--- src/rtl/fifo_burst_reader.sv ---
// fifo_burst_reader: pops burst_len words from a 1-cycle-latency FIFO and
// forwards them through a small in-order skid buffer to a valid/ready sink,
// reporting a per-burst word count, XOR checksum and a done pulse.
module fifo_burst_reader #(
  parameter int unsigned DATA_W    = 4,
  parameter int unsigned BUF_DEPTH = 2,
  parameter int unsigned CNT_W     = 8
) (
  input  logic              clk,
  input  logic              rst,
  input  logic              start,
  input  logic [CNT_W-1:0]  burst_len,
  output logic              busy,
  output logic              done,
  input  logic              empty,
  output logic              read_en,
  input  logic [DATA_W-1:0] read_data,
  output logic              out_valid,
  input  logic              out_ready,
  output logic [DATA_W-1:0] out_data,
  output logic [CNT_W-1:0]  words_read,
  output logic [DATA_W-1:0] checksum
);

  localparam int unsigned PTR_W = (BUF_DEPTH > 1) ? $clog2(BUF_DEPTH) : 1;
  localparam int unsigned OCC_W = $clog2(BUF_DEPTH + 1);
  localparam int unsigned SLT_W = OCC_W + 1;

  typedef enum logic {IDLE = 1'b0, BURST = 1'b1} state_e;

  state_e              state_q, state_d;
  logic [CNT_W-1:0]    len_q, len_d;
  logic [CNT_W-1:0]    issued_q, issued_d;
  logic                inflight_q, inflight_d;
  logic [OCC_W-1:0]    occ_q, occ_d;
  logic [PTR_W-1:0]    head_q, head_d;
  logic [PTR_W-1:0]    tail_q, tail_d;
  logic [DATA_W-1:0]   mem_q [BUF_DEPTH];
  logic [DATA_W-1:0]   mem_d [BUF_DEPTH];
  logic                busy_q, busy_d;
  logic                done_q, done_d;
  logic [CNT_W-1:0]    words_read_q, words_read_d;
  logic [DATA_W-1:0]   checksum_q, checksum_d;

  logic                pop_c;
  logic                read_en_c;
  logic [SLT_W-1:0]    slots_used_c;

  function automatic logic [PTR_W-1:0] ptr_inc(input logic [PTR_W-1:0] p);
    return (p == PTR_W'(BUF_DEPTH - 1)) ? '0 : p + PTR_W'(1);
  endfunction

  assign out_valid  = (occ_q != '0);
  assign out_data   = mem_q[head_q];
  assign read_en    = read_en_c;
  assign busy       = busy_q;
  assign done       = done_q;
  assign words_read = words_read_q;
  assign checksum   = checksum_q;

  // Pop request: a slot freed by this cycle's downstream pop counts as free,
  // which keeps one word per cycle with only two entries.
  always_comb begin
    pop_c        = out_valid && out_ready;
    slots_used_c = SLT_W'(occ_q) + SLT_W'(inflight_q) - SLT_W'(pop_c);
    read_en_c    = (state_q == BURST) && !empty && (issued_q < len_q) &&
                   (slots_used_c < SLT_W'(BUF_DEPTH));
  end

  // Next-state: burst control, skid buffer push/pop, counters.
  always_comb begin
    state_d      = state_q;
    len_d        = len_q;
    issued_d     = issued_q;
    inflight_d   = read_en_c;
    occ_d        = occ_q;
    head_d       = head_q;
    tail_d       = tail_q;
    mem_d        = mem_q;
    busy_d       = busy_q;
    done_d       = 1'b0;
    words_read_d = words_read_q;
    checksum_d   = checksum_q;

    if (inflight_q) begin
      mem_d[tail_q] = read_data;
      tail_d        = ptr_inc(tail_q);
    end
    if (pop_c) begin
      head_d = ptr_inc(head_q);
    end
    occ_d = occ_q + OCC_W'(inflight_q) - OCC_W'(pop_c);

    case (state_q)
      IDLE: begin
        if (start) begin
          len_d        = burst_len;
          issued_d     = '0;
          words_read_d = '0;
          checksum_d   = '0;
          if (burst_len == '0) begin
            done_d = 1'b1;
          end else begin
            state_d = BURST;
            busy_d  = 1'b1;
          end
        end
      end
      BURST: begin
        if (read_en_c) begin
          issued_d = issued_q + CNT_W'(1);
        end
        if (pop_c) begin
          words_read_d = words_read_q + CNT_W'(1);
          checksum_d   = checksum_q ^ out_data;
          if ((words_read_q + CNT_W'(1)) == len_q) begin
            done_d  = 1'b1;
            state_d = IDLE;
            busy_d  = 1'b0;
          end
        end
      end
      default: state_d = IDLE;
    endcase
  end

  // State register with synchronous reset that drops buffered/in-flight words.
  always_ff @(posedge clk) begin
    if (rst) begin
      state_q      <= IDLE;
      len_q        <= '0;
      issued_q     <= '0;
      inflight_q   <= 1'b0;
      occ_q        <= '0;
      head_q       <= '0;
      tail_q       <= '0;
      mem_q        <= '{default: '0};
      busy_q       <= 1'b0;
      done_q       <= 1'b0;
      words_read_q <= '0;
      checksum_q   <= '0;
    end else begin
      state_q      <= state_d;
      len_q        <= len_d;
      issued_q     <= issued_d;
      inflight_q   <= inflight_d;
      occ_q        <= occ_d;
      head_q       <= head_d;
      tail_q       <= tail_d;
      mem_q        <= mem_d;
      busy_q       <= busy_d;
      done_q       <= done_d;
      words_read_q <= words_read_d;
      checksum_q   <= checksum_d;
    end
  end

endmodule
--- config.mk ---
export PLATFORM = sky130hd
export DESIGN_NAME = fifo_burst_reader
export DESIGN_NICKNAME = d
export VERILOG_FILES = /design/src/rtl/fifo_burst_reader.sv
export SDC_FILE = /design/constraint.sdc
export NUM_CORES = 1
export LEC_CHECK = 0
export CAP_MARGIN = 25
export CORE_MARGIN = 4
export CORE_UTILIZATION = 53
export CTS_BUF_LIST = sky130_fd_sc_hd__clkbuf_4 sky130_fd_sc_hd__clkbuf_8 sky130_fd_sc_hd__clkbuf_16
export CTS_CLUSTER_SIZE = 10
export DETAILED_ROUTE_END_ITERATION = 8
export PLACE_DENSITY = 0.8
export SETUP_SLACK_MARGIN = 0.15
export SLEW_MARGIN = 5
export SYNTH_ARGS = -nofsm -noshare
export SYNTH_HDL_FRONTEND = slang
export SYNTH_SLANG_ARGS = --single-unit
--- constraint.sdc ---
create_clock -name clk -period 3.3 [get_ports clk]
set_input_delay 0.66 -clock clk [delete_from_list [all_inputs] [get_ports clk]]
set_output_delay 0.66 -clock clk [all_outputs]
set_load 0.02 [all_outputs]
**Yosys cells after proc, flatten, opt, wreduce, memory -nomap -nowiden**

Cells that the tools add are included.
W data, S select, Z words.

- Add/subtract/negate cells: 8
- Magnitude comparators: 5
- Equality and inequality tests: 6
- Mux-type cells: 31
- Bitwise logic cells: 4
- Reductions and logical operators: 12

Operator list:

| kind | number |
|---|---|
| $pmux W8 S2 | 2 |
| $mux W4 | 6 |
| $mux W8 | 3 |
| $add A8 B1 Y8 const B | 2 |
| $mux W1 | 14 |
| $bwmux W8 | 1 |
| $eq A8 B8 Y1 | 1 |
| $logic_not A8 Y1 | 1 |
| $lt A8 B8 Y1 | 1 |
| $pmux W4 S2 | 1 |
| $ne A2 B2 Y1 const B | 3 |
| $pmux W1 S2 | 3 |
| $reduce_and A2 Y1 | 3 |
| $logic_and A1 B1 Y1 | 5 |
| $demux W4 S1 | 1 |
| $ge A2 B2 Y1 const B | 2 |
| $ne A2 B1 Y1 const B | 2 |
| $not A1 Y2 | 2 |
| $reduce_and A4 Y1 | 1 |
| $xor A4 B4 Y4 | 1 |
| $add A2 B1 Y3 | 1 |
| $lt A3 B2 Y1 const B | 1 |
| $sub A3 B1 Y3 | 1 |
| $add A1 B1 Y1 const B | 2 |
| other kinds (6) | 6 |

- Flip-flop bits (word level): 44
- Output and inout port bits: 20
- Logic and storage cells: 79

**Longest topological paths before layout**

- Depth after elaboration: 7
- Gate-level depth with buffers: 11
- Depth with buffers taken out: 11

**Least setup slack after synthesis**

OpenSTA, ideal clock, no wires.

- Kind: input port to output port
- Start point: input port out_ready
- End point: output port read_en
- Arrival time: 2.171 ns
- Required time: 2.640 ns
- Setup slack: 0.469 ns
- Stages on the path: 7
- Path through: nand3_1 > o21ai_0 > ha_1 > fa_1 > nor4b_2 > nand3_2 > a21oi_4

- Cells in the longest elaborated chain, start to end: 4

Ends and longest elaborated chain:

| what | line | source |
|---|---|---|
| from (decl) | 19 | `input logic out_ready,` |
| $logic_and A1 B1 Y1 | 64 | `pop_c = out_valid && out_ready;` |
| $sub A3 B1 Y3 | 65 | `slots_used_c = SLT_W'(occ_q) + SLT_W'(inflight_q) - SLT_W'(pop_c);` |
| $lt A3 B2 Y1 | 67 | `(slots_used_c < SLT_W'(BUF_DEPTH));` |
| $logic_and A1 B1 Y1 | 66 | `read_en_c = (state_q == BURST) && !empty && (issued_q < len_q) &&` |
| to (decl) | 16 | `output logic read_en,` |

Every way passes these cells.

**Worst setup path in the final report**

Same ends and word-level chain as after synthesis.

==> results.cfg <==
[run_status]
outcome = complete, no violations

[synth]
netlist_instances = 281
yosys.area.top_type_share_pct = 38.1
yosys.area.top_type = dfxtp_1
synth-simple-area-share_pct = 24.3
dominantRegCellSynth = dfxtp_1
yosysUniqueCellTypes = 44
synth_fa_ha_area_share_pct = 6.28
synth.area.mux_share_pct = 4.44
syn-num-nets = 309
synth_top_family_by_area = simple AND/OR/NAND/NOR gates
ys_ff_latch = 44
seq_area_frac_synth_pct = 38.1
async_reset_ff_share_pct = 0
synth.top_cells.by_area = dfxtp_1 (38%), a21oi_1 (7.1%), ha_1 (5.4%)
avgSynthCellArea_um2 = 8.23
ys_warn_count = 0
synth_compound_area_share_pct = 16.2
syn-cell-area_mm2 = 0.00231
synth-xor-area-share_pct = 5.30
synth_edf_count = 0

[die]
die_w_um = 74.1
io_pins = 37
dieArea_mm2 = 0.00548
dieHeight_um = 74.1
coreArea_mm2 = 0.00412
initial_core_util_pct = 56.2
rows = 23

[worst_setup_path]
critical_path.top_delay_family = adder cells
slowest_stage = fa_1
startpoint_type = input pin
worstSetupEndpoint = read_en
cp.depth = 9
cp.arrival_ns = 2.28
crit_chain = clkbuf_2 > nand3_2 > o21ai_1 > ha_2 > fa_1 > nor4b_2 > nand3_2 > a21oi_4 > buf_6
crit_buf_inv = 2
cp-startpoint = out_ready
critPathCaptureType = primary output
reg2reg_to = issued_q[7]
critPathKind = in -> out
cp_data_required_time_ns = 2.64
crit_fanout = 3
crit_path_frequent_cell = nand3_2
slowest_delay_ns = 0.44
timing.rr.start = occ_q[1]
r2r_setup_slack_ns = 0.79
r2r_cells = 10

[clock_tree]
cts_tree = built
numCtsBuffers = 5
cts.sinks = 44
root_buffer = clkbuf_8
clkTransAtPathRegs_ns = 0.09
cts_max_path_buffers = 2
cts_setup_buffers = 0
h-tree-depth = 2
clkLatencyLatePin_ns = 0.30

[detailed_routing]
wire_per_inst_um = 14.1
vias = 2054
ant_nets = 0
drcViolationCount = 0
drt_iter0_drc = 146
routed_wirelength_um = 5210
drt-vias-per-instance = 5.57
dr.pass1.iters = 4

[timing]
clock.fmax_ghz = 0.340
hold_violations = 0
fin_crit_ns = 2.94
worstMarginPinSlew_ns = 0.664
slew_violations = 0
slew_headroom_pct = 55.6
rsz0062_at_grt = no
finalSetupViolations = 0
setup_ws_ns = 0.356
post-route-period-util_pct = 89.2
fin_skew_ns = 0.00588
whs_ns = 0.458

[global_routing]
busiest_layer = met2
grt_first_pass_wirelength_um = 8650
grt_overflow = 0
grt_use_met2_pct = 35.3
grt_util_met1_pct = 24.2
grt_use_total_pct = 20.2
antenna_found_initial = 0
grt_pass1_vias = 1967
grt_max_degree = 35
grt_use_met3_pct = 3.78

[placement]
gp_congestion = 0.825
dp_hpwl_um = 3830
dp_worst_setup_slack_ns = -0.556
io_buffers = 36
placed_cells = 361

[final_layout]
instances_no_fill = 369
antenna_cells = 0
area_growth_pct = 23.4
nNetsFinal = 346
fillerInstances = 348
layout-drive-gt1-share_pct = 11.6
layout_commonest_cell = dfxtp_1
final_cell_mix = dfxtp_1 (44), clkdlybuf4s50_1 (34), a21oi_1 (33)

[worst_hold_path]
min_path_type = reg -> reg
hold_depth = 2

[power_and_ir_drop]
p_leak_uw = 0.00105
power_density_mw_per_mm2 = 384
ir_drop_mv = 0.303

[run]
maxCapViolations = 0
[sequential cells by signal, summed over array words and instances, names as in the netlist]
signal,count
busy,1
checksum,4
done,1
head_q,1
inflight_q,1
issued_q,8
len_q,8
mem_q,8
occ_q,2
state_q,1
tail_q,1
words_read,8
[worst min-delay path: stages (launching register included)]
cell and delay (ns):
dfxtp_1 0.32, nand2_1 0.05, a21oi_1 0.05
[area by class of cell]
cell class	count	area (um^2)	area share, %
repair buffers	44	417	14.6
flip-flops and latches	44	881	30.9
well taps	50	62.6	2.19
clock buffers	5	68.8	2.41
multi-input cells	205	1320	46.1
inverters	18	67.6	2.37
clock inverters	3	42.5	1.49
[metrics by stage]
stage                     cell area [um^2]  utilization [%]  TNS (ns)  total power, uW
final                                 2850             69.4         0             1100
after global routing                  2850             69.4         0             1140
after detailed placement              2740             66.6    -0.556              689
after CTS                             2860             69.5         0             1100
after floorplan                       2310                -         0              636
after global placement                2740             66.6    -0.481              686
[synth_stat cells (all sizes together), types with 2 or more instances]
master and number:
nor3 8, a21oi 34, clkbuf 11, o211ai 2, mux2 2, o21ai 13
or3 5, dfxtp 44, nor4 4, and3 4, a211oi 4, xnor2 11
inv 18, nor2 23, nand3 16, ha 10, a31o 2, nor2b 5
a31oi 3, buf 3, mux2i 8, nand2b 5, xor2 3, nand2 32
nand4 3
[power by group]
group	internal [uW]	switching, uW
clock	224	194
sequential	542	11.9
combinational	55.3	67.7
total	822	274
[layer usage]
layer	part of all wire [%]	routed length, um
met5	0	0
met2	49	2570
met3	3.8	197
met1	45	2370
met4	1.5	77
[worst min path at each step]
| stage | start | endpoint |
|---|---|---|
| 6_report | mem_q[1] | mem_q[1] |
| 5_1_grt | mem_q[1] | mem_q[1] |
| 4_1_cts | mem_q[1] | mem_q[1] |
| 3_5_place_dp | mem_q[1] | mem_q[1] |
| 3_3_place_gp | mem_q[2] | mem_q[2] |
| 2_1_floorplan | mem_q[0] | mem_q[0] |
[cell families after synthesis]
| logic type | Yosys count |
|---|---|
| buffers and inverters | 32 |
| multiplexers | 10 |
| AND/OR/NAND/NOR | 109 |
| adder cells (fa/ha/maj) | 11 |
| flip-flops | 44 |
| AO/OA/AOI/OAI | 61 |
| XOR/XNOR | 14 |
[what timing repair did]
action | CTS | global route
hold buffers | 0 | 0
hold endpoints to repair | 0 | 0
gates resized for setup | 11 | 1
pin swaps | 5 | 1
setup endpoints to repair | 1 | 1
Note: power is estimated with default switching activity, not from simulation.
